[src/rtl/chip8_pkg.sv]
// Shared definitions for the CHIP-8 RAM arbiter slice.
// Requester indices, owner encoding and parameter defaults.
package chip8_pkg;

  localparam int AW_DEF       = 12;
  localparam int DW_DEF       = 8;
  localparam int MAX_LOCK_DEF = 16;

  localparam int REQ_LOADER = 0;
  localparam int REQ_CPU    = 1;
  localparam int REQ_SPRITE = 2;

  typedef enum logic [1:0] {
    OWN_R0   = 2'b00,
    OWN_R1   = 2'b01,
    OWN_R2   = 2'b10,
    OWN_NONE = 2'b11
  } owner_e;

endpackage

[src/rtl/chip8_rr_pick2.sv]
// Two-way round-robin picker between CPU (R1) and sprite engine (R2).
// rr_last=1 means R2 won last, so R1 is favoured on contention.
module chip8_rr_pick2 (
  input  logic       req1,
  input  logic       req2,
  input  logic       rr_last,
  output logic [1:0] pick
);

  always_comb begin
    pick    = 2'b00;
    pick[0] = req1 & (~req2 | rr_last);
    pick[1] = req2 & (~req1 | ~rr_last);
  end

endmodule

[src/rtl/chip8_mem_arbiter.sv]
// Single-port CHIP-8 RAM arbiter: loader priority, CPU/sprite
// round-robin, lockable ownership with a fairness beat limit.
module chip8_mem_arbiter
  import chip8_pkg::*;
#(
  parameter int AW       = AW_DEF,
  parameter int DW       = DW_DEF,
  parameter int MAX_LOCK = MAX_LOCK_DEF
) (
  input  logic          clk,
  input  logic          reset,
  input  logic [2:0]    req,
  input  logic [2:0]    we,
  input  logic [2:0]    lock,
  input  logic [AW-1:0] addr0,
  input  logic [AW-1:0] addr1,
  input  logic [AW-1:0] addr2,
  input  logic [DW-1:0] wdata0,
  input  logic [DW-1:0] wdata1,
  input  logic [DW-1:0] wdata2,
  output logic [2:0]    gnt,
  output logic [2:0]    rvalid,
  output logic [DW-1:0] rdata,
  output logic          mem_en,
  output logic          mem_we,
  output logic [AW-1:0] mem_addr,
  output logic [DW-1:0] mem_wdata,
  input  logic [DW-1:0] mem_rdata,
  output logic          busy
);

  localparam int CW = $clog2(MAX_LOCK + 1);

  owner_e        owner_q, owner_d;
  logic          rr_last_q, rr_last_d;
  logic [CW-1:0] cnt_q, cnt_d;
  logic [CW-1:0] cnt_inc;
  logic [2:0]    rvalid_q, rvalid_d;
  logic          busy_q, busy_d;
  logic [1:0]    pick;
  logic          acc_lock;

  chip8_rr_pick2 u_pick (
    .req1    (req[REQ_CPU]),
    .req2    (req[REQ_SPRITE]),
    .rr_last (rr_last_q),
    .pick    (pick)
  );

  always_comb begin
    gnt = 3'b000;
    if (!reset) begin
      unique case (owner_q)
        OWN_NONE: gnt = req[0] ? 3'b001 : {pick, 1'b0};
        OWN_R0:   gnt[0] = req[0];
        OWN_R1:   gnt[1] = req[1];
        OWN_R2:   gnt[2] = req[2];
        default:  gnt = 3'b000;
      endcase
    end
  end

  always_comb begin
    mem_en    = |gnt;
    mem_we    = 1'b0;
    mem_addr  = '0;
    mem_wdata = '0;
    unique case (1'b1)
      gnt[0]: begin
        mem_we    = we[0];
        mem_addr  = addr0;
        mem_wdata = wdata0;
      end
      gnt[1]: begin
        mem_we    = we[1];
        mem_addr  = addr1;
        mem_wdata = wdata1;
      end
      gnt[2]: begin
        mem_we    = we[2];
        mem_addr  = addr2;
        mem_wdata = wdata2;
      end
      default: ;
    endcase
  end

  always_comb begin
    owner_d   = owner_q;
    cnt_d     = cnt_q;
    rr_last_d = rr_last_q;
    cnt_inc   = cnt_q + CW'(1);
    acc_lock  = |(gnt & lock);
    if (gnt[0]) begin
      // The loader may hold the RAM indefinitely; it is never counted.
      owner_d = acc_lock ? OWN_R0 : OWN_NONE;
      cnt_d   = '0;
    end else if (|gnt) begin
      if (acc_lock && cnt_inc < CW'(MAX_LOCK)) begin
        owner_d = gnt[2] ? OWN_R2 : OWN_R1;
        cnt_d   = cnt_inc;
      end else begin
        owner_d   = OWN_NONE;
        cnt_d     = '0;
        rr_last_d = gnt[2];
      end
    end else if (owner_q != OWN_NONE) begin
      owner_d = OWN_NONE;
      cnt_d   = '0;
      if (owner_q != OWN_R0) rr_last_d = (owner_q == OWN_R2);
    end
    rvalid_d = gnt & ~we;
    busy_d   = (owner_d != OWN_NONE);
  end

  always_ff @(posedge clk or posedge reset) begin
    if (reset) begin
      owner_q   <= OWN_NONE;
      rr_last_q <= 1'b1;
      cnt_q     <= '0;
      rvalid_q  <= 3'b000;
      busy_q    <= 1'b0;
    end else begin
      owner_q   <= owner_d;
      rr_last_q <= rr_last_d;
      cnt_q     <= cnt_d;
      rvalid_q  <= rvalid_d;
      busy_q    <= busy_d;
    end
  end

  assign rvalid = rvalid_q;
  assign busy   = busy_q;
  assign rdata  = mem_rdata;

endmodule
[config.mk]
export PLATFORM = sky130hd
export DESIGN_NAME = chip8_mem_arbiter
export DESIGN_NICKNAME = d
export VERILOG_FILES = /design/src/rtl/chip8_pkg.sv /design/src/rtl/chip8_rr_pick2.sv /design/src/rtl/chip8_mem_arbiter.sv
export SDC_FILE = /design/constraint.sdc
export NUM_CORES = 1
export LEC_CHECK = 0
export BUFFER_PORTS_ARGS = -buffer_cell sky130_fd_sc_hd__buf_2
export CORE_ASPECT_RATIO = 1.5
export CORE_MARGIN = 4
export CORE_UTILIZATION = 35
export DETAILED_ROUTE_END_ITERATION = 16
export PLACE_DENSITY_LB_ADDON = 0.25
export SYNTH_ARGS = -nofsm -noshare
export SYNTH_HDL_FRONTEND = slang
export SYNTH_SLANG_ARGS = --single-unit
export TNS_END_PERCENT = 1
[constraint.sdc]
create_clock -name clk -period 5.2 [get_ports clk]
set_clock_uncertainty 0.15 [all_clocks]
set_input_delay 1.04 -clock clk [delete_from_list [all_inputs] [get_ports clk]]
set_output_delay 1.04 -clock clk [all_outputs]
set_load 0.01 [all_outputs]
==> impl_metrics.json <==
{
  "syn_nets": 223,
  "yosys.area.top_type_share_pct": 19.3,
  "grt_pass1_vias": 1329,
  "areaGrowthSynthToFinish_pct": 41.9,
  "min_period_ps": 3580,
  "synth-seq-cells": 12,
  "mostFrequentLayoutCell": "buf_2",
  "startpoint_type": "input pin",
  "grt_usage_pct": 17.5,
  "antenna_found_initial": 0,
  "num_io_pins": 116,
  "grt_max_degree": 28,
  "syn_inst": 139,
  "yosysUniqueCellTypes": 40,
  "end_kind": "output port",
  "core_area_um2": 3190,
  "slew_headroom_pct": 68.3,
  "hold_viol_final": 0,
  "finalMaxSlewViolations": 0,
  "ant_nets": 0,
  "start_util_pct": 36.6,
  "synth.area.top_cells": "dfrtp_1 (19%), a222oi_1 (18%), inv_1 (8.7%)",
  "routed_wl_mm": 4.04,
  "vias": 1435,
  "ys_seq_area_share_pct": 26.0,
  "wl_per_cell_um": 15.1,
  "max_freq_mhz": 280,
  "critPathRequiredTime_ps": 4010,
  "drt-initial-drc-count": 85,
  "cts_setup_buffers": 0,
  "clock_sinks": 12,
  "netlist_area_um2": 1170,
  "grt_setup_unrepaired": "no",
  "viasPerCell": 5.35,
  "highest_layer": "met4",
  "totalPowerFinal_mw": 0.568,
  "clkTransAtPathRegs_ps": 50,
  "crit_arrival_ps": 2390,
  "cp_max_fo": 24,
  "drcViolationCount": 0,
  "cts_max_level": 1,
  "holdBufCountCts": 0,
  "wl_met1_mm": 1.40,
  "fin_crit_sh_pct": 68.8,
  "die_area_um2": 4340,
  "gp_congestion": 0.891,
  "post-place-cells": 264,
  "die_w_um": 55.2,
  "ys_warn_count": 0,
  "maxCapViolCount": 0,
  "numCtsBuffers": 3,
  "fin_cells": 268,
  "clockRootBuffer": "clkbuf_8",
  "setup_tns_ps": 0,
  "path_class": "in2out",
  "pwr_density_cell_nw_per_um2": 343,
  "fp.dieH_um": 78.7,
  "clock_path_buffers": 2,
  "most-common-layout-cells": "buf_2 (99), inv_1 (27), a222oi_1 (21)",
  "rows": 25,
  "n_antenna_cell": 0,
  "hpwlAfterDp_mm": 3.29,
  "dr.pass1.iters": 6,
  "peakVddDrop_mv": 0.236,
  "fin_area_um2": 1660,
  "hold_path.class": "reg2reg",
  "place_area_um2": 1600,
  "status": "complete, no violations",
  "yosys.area.top_type": "dfrtp_1",
  "leakagePower_nw": 1.03,
  "cts_tree": "yes",
  "gr-total-overflow": 0,
  "wl_met2_mm": 2.06,
  "synth_area_per_cell_um2": 8.40,
  "setup_viol": 0,
  "layout-drive-gt1-share_pct": 50.9,
  "portBuffers": 99,
  "nets": 313,
  "grt_pass1_wl_mm": 5.65,
  "cts-resized-gates": 0,
  "wl_met3_um": 527,
  "tightest_slew_ps": 475,
  "clk_latency_ps": 250
}
-- cell type report --
type | instances | area, µm²
fill | 316 | 1530
multi-input combinational | 83 | 636
timing repair buffer | 100 | 503
sequential | 12 | 304
inverter | 29 | 109
clock buffer | 4 | 55.1
tap | 40 | 50.0
-- critical path, cell delays in order --
cell      delay [ps]
buf_2            110
nor2b_1          220
or2b_4           310
inv_2            310
a222oi_1         190
inv_1             70
buf_2            120
-- cell families (layout without fill, tap and decap cells) --
kind of cell    Yosys count  after routing  share of synthesized area [%]
buf+inv                  44            133                           19.5
compound gates           40             40                           30.2
flops                    12             12                           26.0
xor+xnor                  1              1                          0.750
mux                       2              2                           1.82
fa+ha+maj                 5              5                           5.36
simple gates             35             35                           16.3
-- power by group --
group / switching [mW] / internal [mW]
combinational: 0.184 / 0.148
sequential: 0.0138 / 0.120
clock: 0.0362 / 0.0670
total: 0.234 / 0.335
-- per-layer routing --
metal	up-vias	track usage [%]
met2	99	33.3
li1	683	-
met3	5	4.32
met5	-	0
met4	0	7.06
met1	648	16.5
-- Yosys cell counts, drive strengths merged --
cell    count
inv        29
mux2        1
o21bai      1
nand2b      1
ha          5
or3         1
nand2       7
nor2b       5
a221oi      1
o31ai       1
a41oi       1
a22oi       1
mux2i       1
o211ai      1
o21a        1
a31oi       2
or2b        1
o21ai       5
a222oi     21
o221ai      1
o22ai       1
or2         3
dfstp       3
and2        1
xor2        1
buf        15
a21oi       3
nand3       4
nand3b      1
dfrtp       9
nand4       1
nor2        9
nor3        1
-- metrics by stage --
step                      hold WS (ps)  setup WS (ps)  util (%)
after global routing               378           1530      51.9
after global placement             351           1650      50.2
after floorplan                    322           2010         -
after CTS                          361           1640      51.9
final                              357           1620      51.9
after detailed placement           351           1660      50.2
-- worst paths after layout --
path                            cells after the start  slack (ps)            startpoint               endpoint
worst min-delay path                                1         360  cnt_q[0]$_DFFE_PP0P_   cnt_q[0]$_DFFE_PP0P_
max in group asynchronous                           2        3850                 reset  rr_last_q$_DFFE_PP1P_
worst min register to register                      1         360  cnt_q[0]$_DFFE_PP0P_   cnt_q[0]$_DFFE_PP0P_
worst max register to register                      8        2870  owner_q[0]$_DFF_PP1_   cnt_q[2]$_DFFE_PP0P_
worst max-delay path                                7        1620                req[2]           mem_wdata[0]
min in group asynchronous                           2         700                 reset    rvalid[2]$_DFF_PP0_
-- state kept, by name, summed over array words and instances, names as in the netlist --
register / cells
rvalid: 3
cnt_q: 5
busy: 1
owner_q: 2
rr_last_q: 1
No activity file was read; power rests on OpenSTA's default activity.
